--- src/rtl/clock_ctrl_pkg.sv ---
// -----------------------------------------------------------------------------
// clock_ctrl_pkg
// Shared definitions for the digital-clock time/mode controller:
//   - state_t      : controller mode, encoded exactly as driven on the mode port
//   - HR_MAX       : last valid BCD hour before wrapping to 00
//   - MIN_SEC_MAX  : last valid BCD minute/second before wrapping to 00
//   - bcd_inc()    : two-digit BCD +1 without any wrap check
// -----------------------------------------------------------------------------
package clock_ctrl_pkg;

    typedef enum logic [1:0] {
        RUN     = 2'b00,
        SET_HR  = 2'b01,
        SET_MIN = 2'b10
    } state_t;

    localparam logic [7:0] HR_MAX      = 8'h23;
    localparam logic [7:0] MIN_SEC_MAX = 8'h59;

    // Low digit 9 rolls to 0 and carries into the high digit. Callers handle
    // the field wrap, so the high digit never has to roll past 5 here.
    function automatic logic [7:0] bcd_inc(input logic [7:0] value);
        logic [7:0] result;
        if (value[3:0] == 4'd9) begin
            result = {value[7:4] + 4'd1, 4'd0};
        end else begin
            result = {value[7:4], value[3:0] + 4'd1};
        end
        return result;
    endfunction

endpackage

--- src/rtl/bcd_mod_counter.sv ---
// -----------------------------------------------------------------------------
// bcd_mod_counter
// Two-digit BCD counter that counts 00..MAX and wraps back to 00.
// Ports:
//   clk_in    in   system clock
//   reset_n   in   synchronous active-low reset, loads RESET_VAL
//   inc       in   advance by one (wraps MAX -> 00)
//   clr       in   force count to 00
//   load      in   force count to load_val
//   load_val  in   value taken when load is high
//   count     out  registered BCD count
//   wrap      out  combinational: inc is being applied while count == MAX
// Priority: reset > load > clr > inc.
// -----------------------------------------------------------------------------
module bcd_mod_counter
    import clock_ctrl_pkg::*;
#(
    parameter logic [7:0] MAX       = 8'h59,
    parameter logic [7:0] RESET_VAL = 8'h00
) (
    input  logic       clk_in,
    input  logic       reset_n,
    input  logic       inc,
    input  logic       clr,
    input  logic       load,
    input  logic [7:0] load_val,
    output logic [7:0] count,
    output logic       wrap
);

    logic at_max;

    assign at_max = (count == MAX);

    // Only report a wrap when the increment actually takes effect, so the next
    // stage never carries on a cycle where clr/load override the count.
    assign wrap = inc && !clr && !load && at_max;

    always_ff @(posedge clk_in) begin
        if (!reset_n) begin
            count <= RESET_VAL;
        end else if (load) begin
            count <= load_val;
        end else if (clr) begin
            count <= 8'h00;
        end else if (inc) begin
            count <= at_max ? 8'h00 : bcd_inc(count);
        end
    end

endmodule

--- src/rtl/time_set_ctrl.sv ---
// -----------------------------------------------------------------------------
// time_set_ctrl
// Mode and time-keeping controller for the digital clock. Counts BCD
// hh:mm:ss from the 1 Hz tick in RUN, and lets the user edit hours and
// minutes with two debounced buttons.
// Ports:
//   clk_in    in   system clock
//   reset_n   in   synchronous active-low reset
//   tick      in   one-cycle pulse, nominally 1 Hz
//   btn_mode  in   debounced level; rising edge steps RUN -> SET_HR -> SET_MIN
//   btn_inc   in   debounced level; rising edge increments the edited field
//   hr_bcd    out  hours, BCD 00..23
//   min_bcd   out  minutes, BCD 00..59
//   sec_bcd   out  seconds, BCD 00..59
//   mode      out  00 RUN, 01 SET_HR, 10 SET_MIN
//   blink     out  blank-phase flag for the field being edited
// -----------------------------------------------------------------------------
module time_set_ctrl
    import clock_ctrl_pkg::*;
#(
    parameter logic [7:0] RESET_HR  = 8'h12,
    parameter logic [7:0] RESET_MIN = 8'h00
) (
    input  logic       clk_in,
    input  logic       reset_n,
    input  logic       tick,
    input  logic       btn_mode,
    input  logic       btn_inc,
    output logic [7:0] hr_bcd,
    output logic [7:0] min_bcd,
    output logic [7:0] sec_bcd,
    output logic [1:0] mode,
    output logic       blink
);

    state_t state;
    state_t state_next;
    logic   blink_next;

    logic   mode_q;
    logic   inc_q;
    logic   mode_edge;
    logic   inc_edge;

    logic   in_run;
    logic   sec_inc;
    logic   sec_clr;
    logic   min_inc;
    logic   hr_inc;
    logic   sec_wrap;
    logic   min_wrap;
    logic   hr_wrap;

    assign mode_edge = btn_mode & ~mode_q;
    assign inc_edge  = btn_inc & ~inc_q;

    assign in_run = (state == RUN);

    // Counter control. In RUN the tick ripples through the wrap pulses so all
    // three fields update on the same edge. In the set states a mode edge
    // beats an inc edge, and editing minutes never carries into hours.
    assign sec_inc = in_run & tick;
    assign sec_clr = (state == SET_MIN) & mode_edge;
    assign min_inc = in_run ? sec_wrap : ((state == SET_MIN) & inc_edge & ~mode_edge);
    assign hr_inc  = in_run ? min_wrap : ((state == SET_HR) & inc_edge & ~mode_edge);

    bcd_mod_counter #(
        .MAX       (MIN_SEC_MAX),
        .RESET_VAL (8'h00)
    ) u_sec (
        .clk_in   (clk_in),
        .reset_n  (reset_n),
        .inc      (sec_inc),
        .clr      (sec_clr),
        .load     (1'b0),
        .load_val (8'h00),
        .count    (sec_bcd),
        .wrap     (sec_wrap)
    );

    bcd_mod_counter #(
        .MAX       (MIN_SEC_MAX),
        .RESET_VAL (RESET_MIN)
    ) u_min (
        .clk_in   (clk_in),
        .reset_n  (reset_n),
        .inc      (min_inc),
        .clr      (1'b0),
        .load     (1'b0),
        .load_val (8'h00),
        .count    (min_bcd),
        .wrap     (min_wrap)
    );

    // Hours wrap 23 -> 00 with nothing further to carry into.
    bcd_mod_counter #(
        .MAX       (HR_MAX),
        .RESET_VAL (RESET_HR)
    ) u_hr (
        .clk_in   (clk_in),
        .reset_n  (reset_n),
        .inc      (hr_inc),
        .clr      (1'b0),
        .load     (1'b0),
        .load_val (8'h00),
        .count    (hr_bcd),
        .wrap     (hr_wrap)
    );

    // Next mode and blink. Entering any state clears blink; while editing,
    // each tick flips it. The unused 2'b11 encoding falls back to RUN.
    always_comb begin
        state_next = state;
        blink_next = 1'b0;
        case (state)
            RUN: begin
                if (mode_edge) begin
                    state_next = SET_HR;
                end
            end
            SET_HR: begin
                if (mode_edge) begin
                    state_next = SET_MIN;
                end else if (tick) begin
                    blink_next = ~blink;
                end else begin
                    blink_next = blink;
                end
            end
            SET_MIN: begin
                if (mode_edge) begin
                    state_next = RUN;
                end else if (tick) begin
                    blink_next = ~blink;
                end else begin
                    blink_next = blink;
                end
            end
            default: begin
                state_next = RUN;
            end
        endcase
    end

    // Clearing the button history in reset means a button held through
    // reset release still yields one edge on the first active cycle.
    always_ff @(posedge clk_in) begin
        if (!reset_n) begin
            state  <= RUN;
            blink  <= 1'b0;
            mode_q <= 1'b0;
            inc_q  <= 1'b0;
        end else begin
            state  <= state_next;
            blink  <= blink_next;
            mode_q <= btn_mode;
            inc_q  <= btn_inc;
        end
    end

    assign mode = state;

endmodule

--- config.mk ---
export PLATFORM = sky130hd
export DESIGN_NAME = time_set_ctrl
export DESIGN_NICKNAME = d
export VERILOG_FILES = /design/src/rtl/clock_ctrl_pkg.sv /design/src/rtl/bcd_mod_counter.sv /design/src/rtl/time_set_ctrl.sv
export SDC_FILE = /design/constraint.sdc
export NUM_CORES = 1
export LEC_CHECK = 0
export ABC_AREA = 1
export CORE_ASPECT_RATIO = 0.75
export CORE_MARGIN = 5
export CORE_UTILIZATION = 59
export CTS_CLUSTER_SIZE = 28
export DETAILED_ROUTE_END_ITERATION = 7
export PLACE_DENSITY = 0.86
export SETUP_SLACK_MARGIN = 0.15
export SLEW_MARGIN = 30
export SYNTH_ARGS = -nofsm -noshare
export SYNTH_HDL_FRONTEND = slang
export SYNTH_HIERARCHICAL = 1
export SYNTH_SLANG_ARGS = --single-unit
--- constraint.sdc ---
create_clock -name clk_in -period 7.4 [get_ports clk_in]
set_clock_uncertainty 0.1 [all_clocks]
set_input_delay 1.48 -clock clk_in [delete_from_list [all_inputs] [get_ports clk_in]]
set_output_delay 1.48 -clock clk_in [all_outputs]
set_load 0.005 [all_outputs]
==> impl_metrics.toml, run 1 <==
[run_status]
status = "finished clean"

[sta]
period_needed_ps = 3750
finalCritPeriodShare = 0.507
finalHoldViolations = 0
rsz0062_at_grt = "false"
finalSetupTns_ps = 0
fmaxAchievable_mhz = 267
setup_violations = 0
slew_violations = 0
setup_slack_ps = 3650

[global_routing]
grt_pass1_vias = 1973
grt_remaining_overflow = 0
grt_pass1_wl_mm = 8.46
antenna_found_initial = 0
grt_max_degree = 29
grt_usage = 0.209

[clock_network]
insertion_delay_ps = 280
cts.path.max_buffers = 2
cts-root-buf = "clkbuf_8"
cts_max_level = 2
post_cts_buffers = 0
path_clk_slew_ps = 60
cts_tree = "built"
cts.sinks = 29
numCtsBuffers = 5
cts_hold_buf = 0
cts_resized = 0

[synth]
yosys_warnings = 6
syn_avg_cell_area_um2 = 6.74
synth_area_um2 = 2140
syn_inst = 317

[power_and_ir_drop]
internal_power_uw = 306
powerDensity_nw_per_um2 = 172
ir_drop_v = 0.000150
seqPwrFrac = 0.421
p_leak_uw = 0.00123
power_frac_clock = 0.284
p_comb_frac = 0.295
p_sw_frac = 0.331
netSwitchingPower_uw = 152

[setup_path]
crit_type = "input pin to flop"
worstPathMaxFanout = 6
critPathCaptureType = "flop"
crit_chain = "clkdlybuf4s50_1 -> nand2_2 -> nor2_1 -> inv_1 -> nand2_1 -> nor4_1 -> nand2_1 -> o21ai_0 -> inv_1 -> nor4_1 -> nand2_1 -> o31ai_1 -> nor2_4 -> inv_1 -> nand3_1 -> nor2_1 -> nor2_1"
crit_buf_inv = 4
worstSetupStartpointType = "input pin"
slowest_stage = "clkdlybuf4s50_1"
cp.required_ps = 7470
critPathTopFamily = "simple AND/OR/NAND/NOR gates"
cpPeakStageDelay_ps = 450
arrival_ps = 3820

[place]
routabilityCongestion = 0.824
port_buffers = 31
dp_hpwl_mm = 3.48
place_ws_ps = 3350

[floorplanning]
core_um2 = 3380
die_y_um = 62.1
die_width_um = 79.5
io_pins = 32
row_count = 18
die-area_um2 = 4940
initial_core_util = 0.632

[hold_path]
hold_class = "flop to flop"

[detailed_routing]
vias = 2100
routed_wl_mm = 4.77
wl_per_cell_um = 11.3
dr.first_iter.drc_count = 96
avgViaCountPerCell = 4.96
firstDrtPassIters = 4
ant_nets = 0
route.detailed.drc = 0

[final_layout]
nets = 404
insertedDiodeCount = 0
fill_cells = 272
area_growth_pct = 24.9
drive_above_1_share = 0.104

[run]
max-cap-violations = 0
-- registers in the layout (all words and copies together) (netlist names) --
signal       count
blink            1
inc_q            1
mode             2
mode_q           1
u_hr/count       8
u_min/count      8
u_sec/count      8
-- power groups by stage --
stage / logic [uW] / registers [uW] / clock network [uW]
after floorplan: 86.0 / 193 / 0
after global placement: 129 / 195 / 0
after detailed placement: 132 / 196 / 0
after CTS: 134 / 192 / 133
after global routing: 153 / 196 / 139
final: 135 / 193 / 130
-- worst reg2reg max path: stages, from the launching register on --
cell	delay, ps
dfxtp_1	430
inv_1	100
ha_1	220
inv_1	60
nor2_1	90
inv_1	70
nand2_1	40
nor4_1	260
nand2_1	90
o21ai_0	90
inv_1	110
nor4_1	290
nand2_1	80
o31ai_1	110
nor2_4	100
inv_1	160
nand3_1	100
nor2_1	120
nor2_1	60
-- final cells by class --
cell class,instances,area (um2),share of cell area
clock buffer,7,86.3,0.0324
inverter,49,184,0.0689
multi-input combinational,267,1460,0.548
sequential,29,581,0.218
tap,40,50.0,0.0188
timing repair buffer,31,305,0.114
-- through the flow --
step | total power, uW | util | std cells | instance area (um2) | hold slack (ps)
after floorplan | 279 | - | 348 | 2250 | 401
after CTS | 459 | 0.791 | 423 | 2670 | 428
final | 458 | 0.790 | 423 | 2670 | 424
after global placement | 324 | 0.766 | 416 | 2590 | 404
after detailed placement | 327 | 0.766 | 416 | 2590 | 416
after global routing | 488 | 0.790 | 423 | 2670 | 462
-- cell usage in the layout, fill, tap and decap left out, drive strengths merged --
| cell | count |
|---|---|
| nand4 | 6 |
| conb | 32 |
| ha | 16 |
| nand2 | 84 |
| xnor2 | 4 |
| dfxtp | 29 |
| nand3 | 29 |
| clkinv | 2 |
| clkbuf | 7 |
| o31ai | 1 |
| a21oi | 26 |
| or2 | 1 |
| nor4 | 2 |
| nor2 | 46 |
| o21ai | 15 |
| o21bai | 2 |
| clkdlybuf4s50 | 30 |
| buf | 1 |
| inv | 47 |
| xor2 | 3 |
-- metal layers --
| metal | part of all wire | GRT usage |
|---|---|---|
| met5 | 0 | 0 |
| met4 | 0.010 | 0.0558 |
| met3 | 0.037 | 0.0447 |
| met2 | 0.46 | 0.330 |
| met1 | 0.49 | 0.285 |
-- worst paths after layout --
path,depth (start not counted),slack [ps],from,endpoint
worst max-delay path,17,3650,btn_mode,u_hr/count[7]
worst min-delay path,2,420,blink,blink
worst min register to register,2,420,blink,blink
worst max register to register,18,4640,mode[0],u_hr/count[7]
No activity file was read; power rests on OpenSTA's default activity.
==> inputs of run 2 (changes only) <==
CORE_UTILIZATION = 49   (was 59)
PLACE_DENSITY = 0.76   (was 0.86)
clock period = 3.2 ns   (was 7.4 ns; I/O delays follow)
==> impl_metrics.toml, run 2 (same netlist as run 1, synthesis figures left out) <==
[run_status]
status = "finished clean"

[setup_path]
rr_worst_depth = 18
crit_path_end = "u_hr/count[7]"
cpPeakStageDelay_ps = 470
cp_num_cells = 18
timing.rr.end = "u_hr/count[7]"
critPathTopFamily = "simple AND/OR/NAND/NOR gates"
worstSetupStartpointType = "input pin"
cpMostUsedCell = "nand2_1"
worstPathMaxFanout = 6
r2r_start = "mode[1]"
crit_buf_inv = 4
crit_chain = "clkdlybuf4s50_1 -> nand2_2 -> nor2_1 -> inv_1 -> nand2_1 -> nor4_1 -> nand2_1 -> o21ai_0 -> inv_1 -> nor4_1 -> nand2_1 -> o31ai_1 -> nor2_4 -> inv_2 -> nand2_2 -> nand2_1 -> nand2_1 -> nor2_1"
critPathCaptureType = "flop"
r2r_slack_ps = 480
crit_start = "btn_mode"
slowest_stage = "clkdlybuf4s50_1"
crit_type = "input pin to flop"
arrival_ps = 2970
cp.required_ps = 3320

[sta]
finalCritPeriodShare = 0.889
finalHoldViolations = 0
period_needed_ps = 2850
slew_headroom = 0.650
rsz0062_at_grt = "false"
setup_violations = 0
finalSetupTns_ps = 0
worst_slew_pin_slew_ps = 524
slew_violations = 0
fmaxAchievable_mhz = 351

[final_layout]
nets = 406
seqCellArea_um2 = 581
fill_cells = 387
insertedDiodeCount = 0
instances_no_fill = 441
area_growth_pct = 26.4
drive_above_1_share = 0.106
postLayoutCoreUtil = 0.654
most-common-layout-cells = "nand2_1, inv_1, nor2_1"
reg.largest.list = "u_hr/count x8, u_min/count x8, u_sec/count x8"
final_common_cell = "nand2_1"
multi_input_area_um2 = 1460

[clock_network]
cts.path.max_buffers = 2
cts_tree = "built"
cts_max_level = 2
numCtsBuffers = 5
cts.sinks = 29
post_cts_buffers = 0
cts_resized = 0
cts-root-buf = "clkbuf_8"
cts_hold_buf = 0
insertion_delay_ps = 280
path_clk_slew_ps = 60

[global_routing]
grt_max_degree = 16
grt_remaining_overflow = 0
antenna_found_initial = 0
grt_usage = 0.169
grt_pass1_vias = 1780
grt_pass1_wl_mm = 7.82

[floorplanning]
io_pins = 32
die_y_um = 67.2
initial_core_util = 0.517
die_width_um = 86.2
row_count = 20
core_um2 = 4130
die-area_um2 = 5790

[power_and_ir_drop]
ir_drop_v = 0.000233
p_leak_uw = 0.00124
powerDensity_nw_per_um2 = 388
power.total_uw = 1050

[detailed_routing]
dr.first_iter.drc_count = 75
ant_nets = 0
routed_wl_mm = 4.70
avgViaCountPerCell = 4.69
vias = 2069
route.detailed.drc = 0
firstDrtPassIters = 4
wl_per_cell_um = 10.7

[run]
max-cap-violations = 0

[place]
dp_hpwl_mm = 3.57
numPlacedInstances = 433
routabilityCongestion = 0.806
port_buffers = 31

[hold_path]
hold_class = "flop to flop"
run 2: how the worst min path moves through the flow:
| stage | startpoint | endpoint | depth (start not counted) |
|---|---|---|---|
| after floorplan | mode[0] | mode[0] | 2 |
| after global placement | blink | blink | 2 |
| after detailed placement | blink | blink | 2 |
| after CTS | blink | blink | 2 |
| after global routing | mode[0] | mode[0] | 2 |
| final | blink | blink | 2 |
run 2: area by class of cell:
type | count | share of cell area
multi-input cells | 267 | 0.541
flip-flops and latches | 29 | 0.215
repair buffers | 33 | 0.120
inverters | 49 | 0.0681
clock buffers | 8 | 0.0297
well taps | 55 | 0.0255
run 2: report_power, final:
group / switching (uW) / internal, uW / total (uW)
logic: 169 / 144 / 314
clock network: 135 / 154 / 289
registers: 48.7 / 396 / 445
run 2: routing by layer:
layer / up-vias / GRT usage / wire length, um / part of all wire
li1: 1108 / - / - / -
met1: 917 / 0.233 / 2390 / 0.51
met2: 37 / 0.258 / 2030 / 0.43
met3: 7 / 0.0402 / 227 / 0.048
met4: 0 / 0.0642 / 63 / 0.013
met5: - / 0 / 0 / 0
run 2: worst register-to-register path: cells and delay by family (launching register included):
kind,cells,cell delay (ps)
adders and majority gates,1,310
buffers and inverters,5,450
AOI/OAI and AO/OA,2,210
DFF,1,330
and+or+nand+nor,10,1250
run 2: per-stage QoR:
stage	setup slack (ps)	hold slack, ps	instance area, um2
6_report	355	420	2700
5_1_grt	202	461	2700
4_1_cts	305	426	2700
3_5_place_dp	37.9	409	2620
3_3_place_gp	149	408	2620
2_1_floorplan	752	401	2250
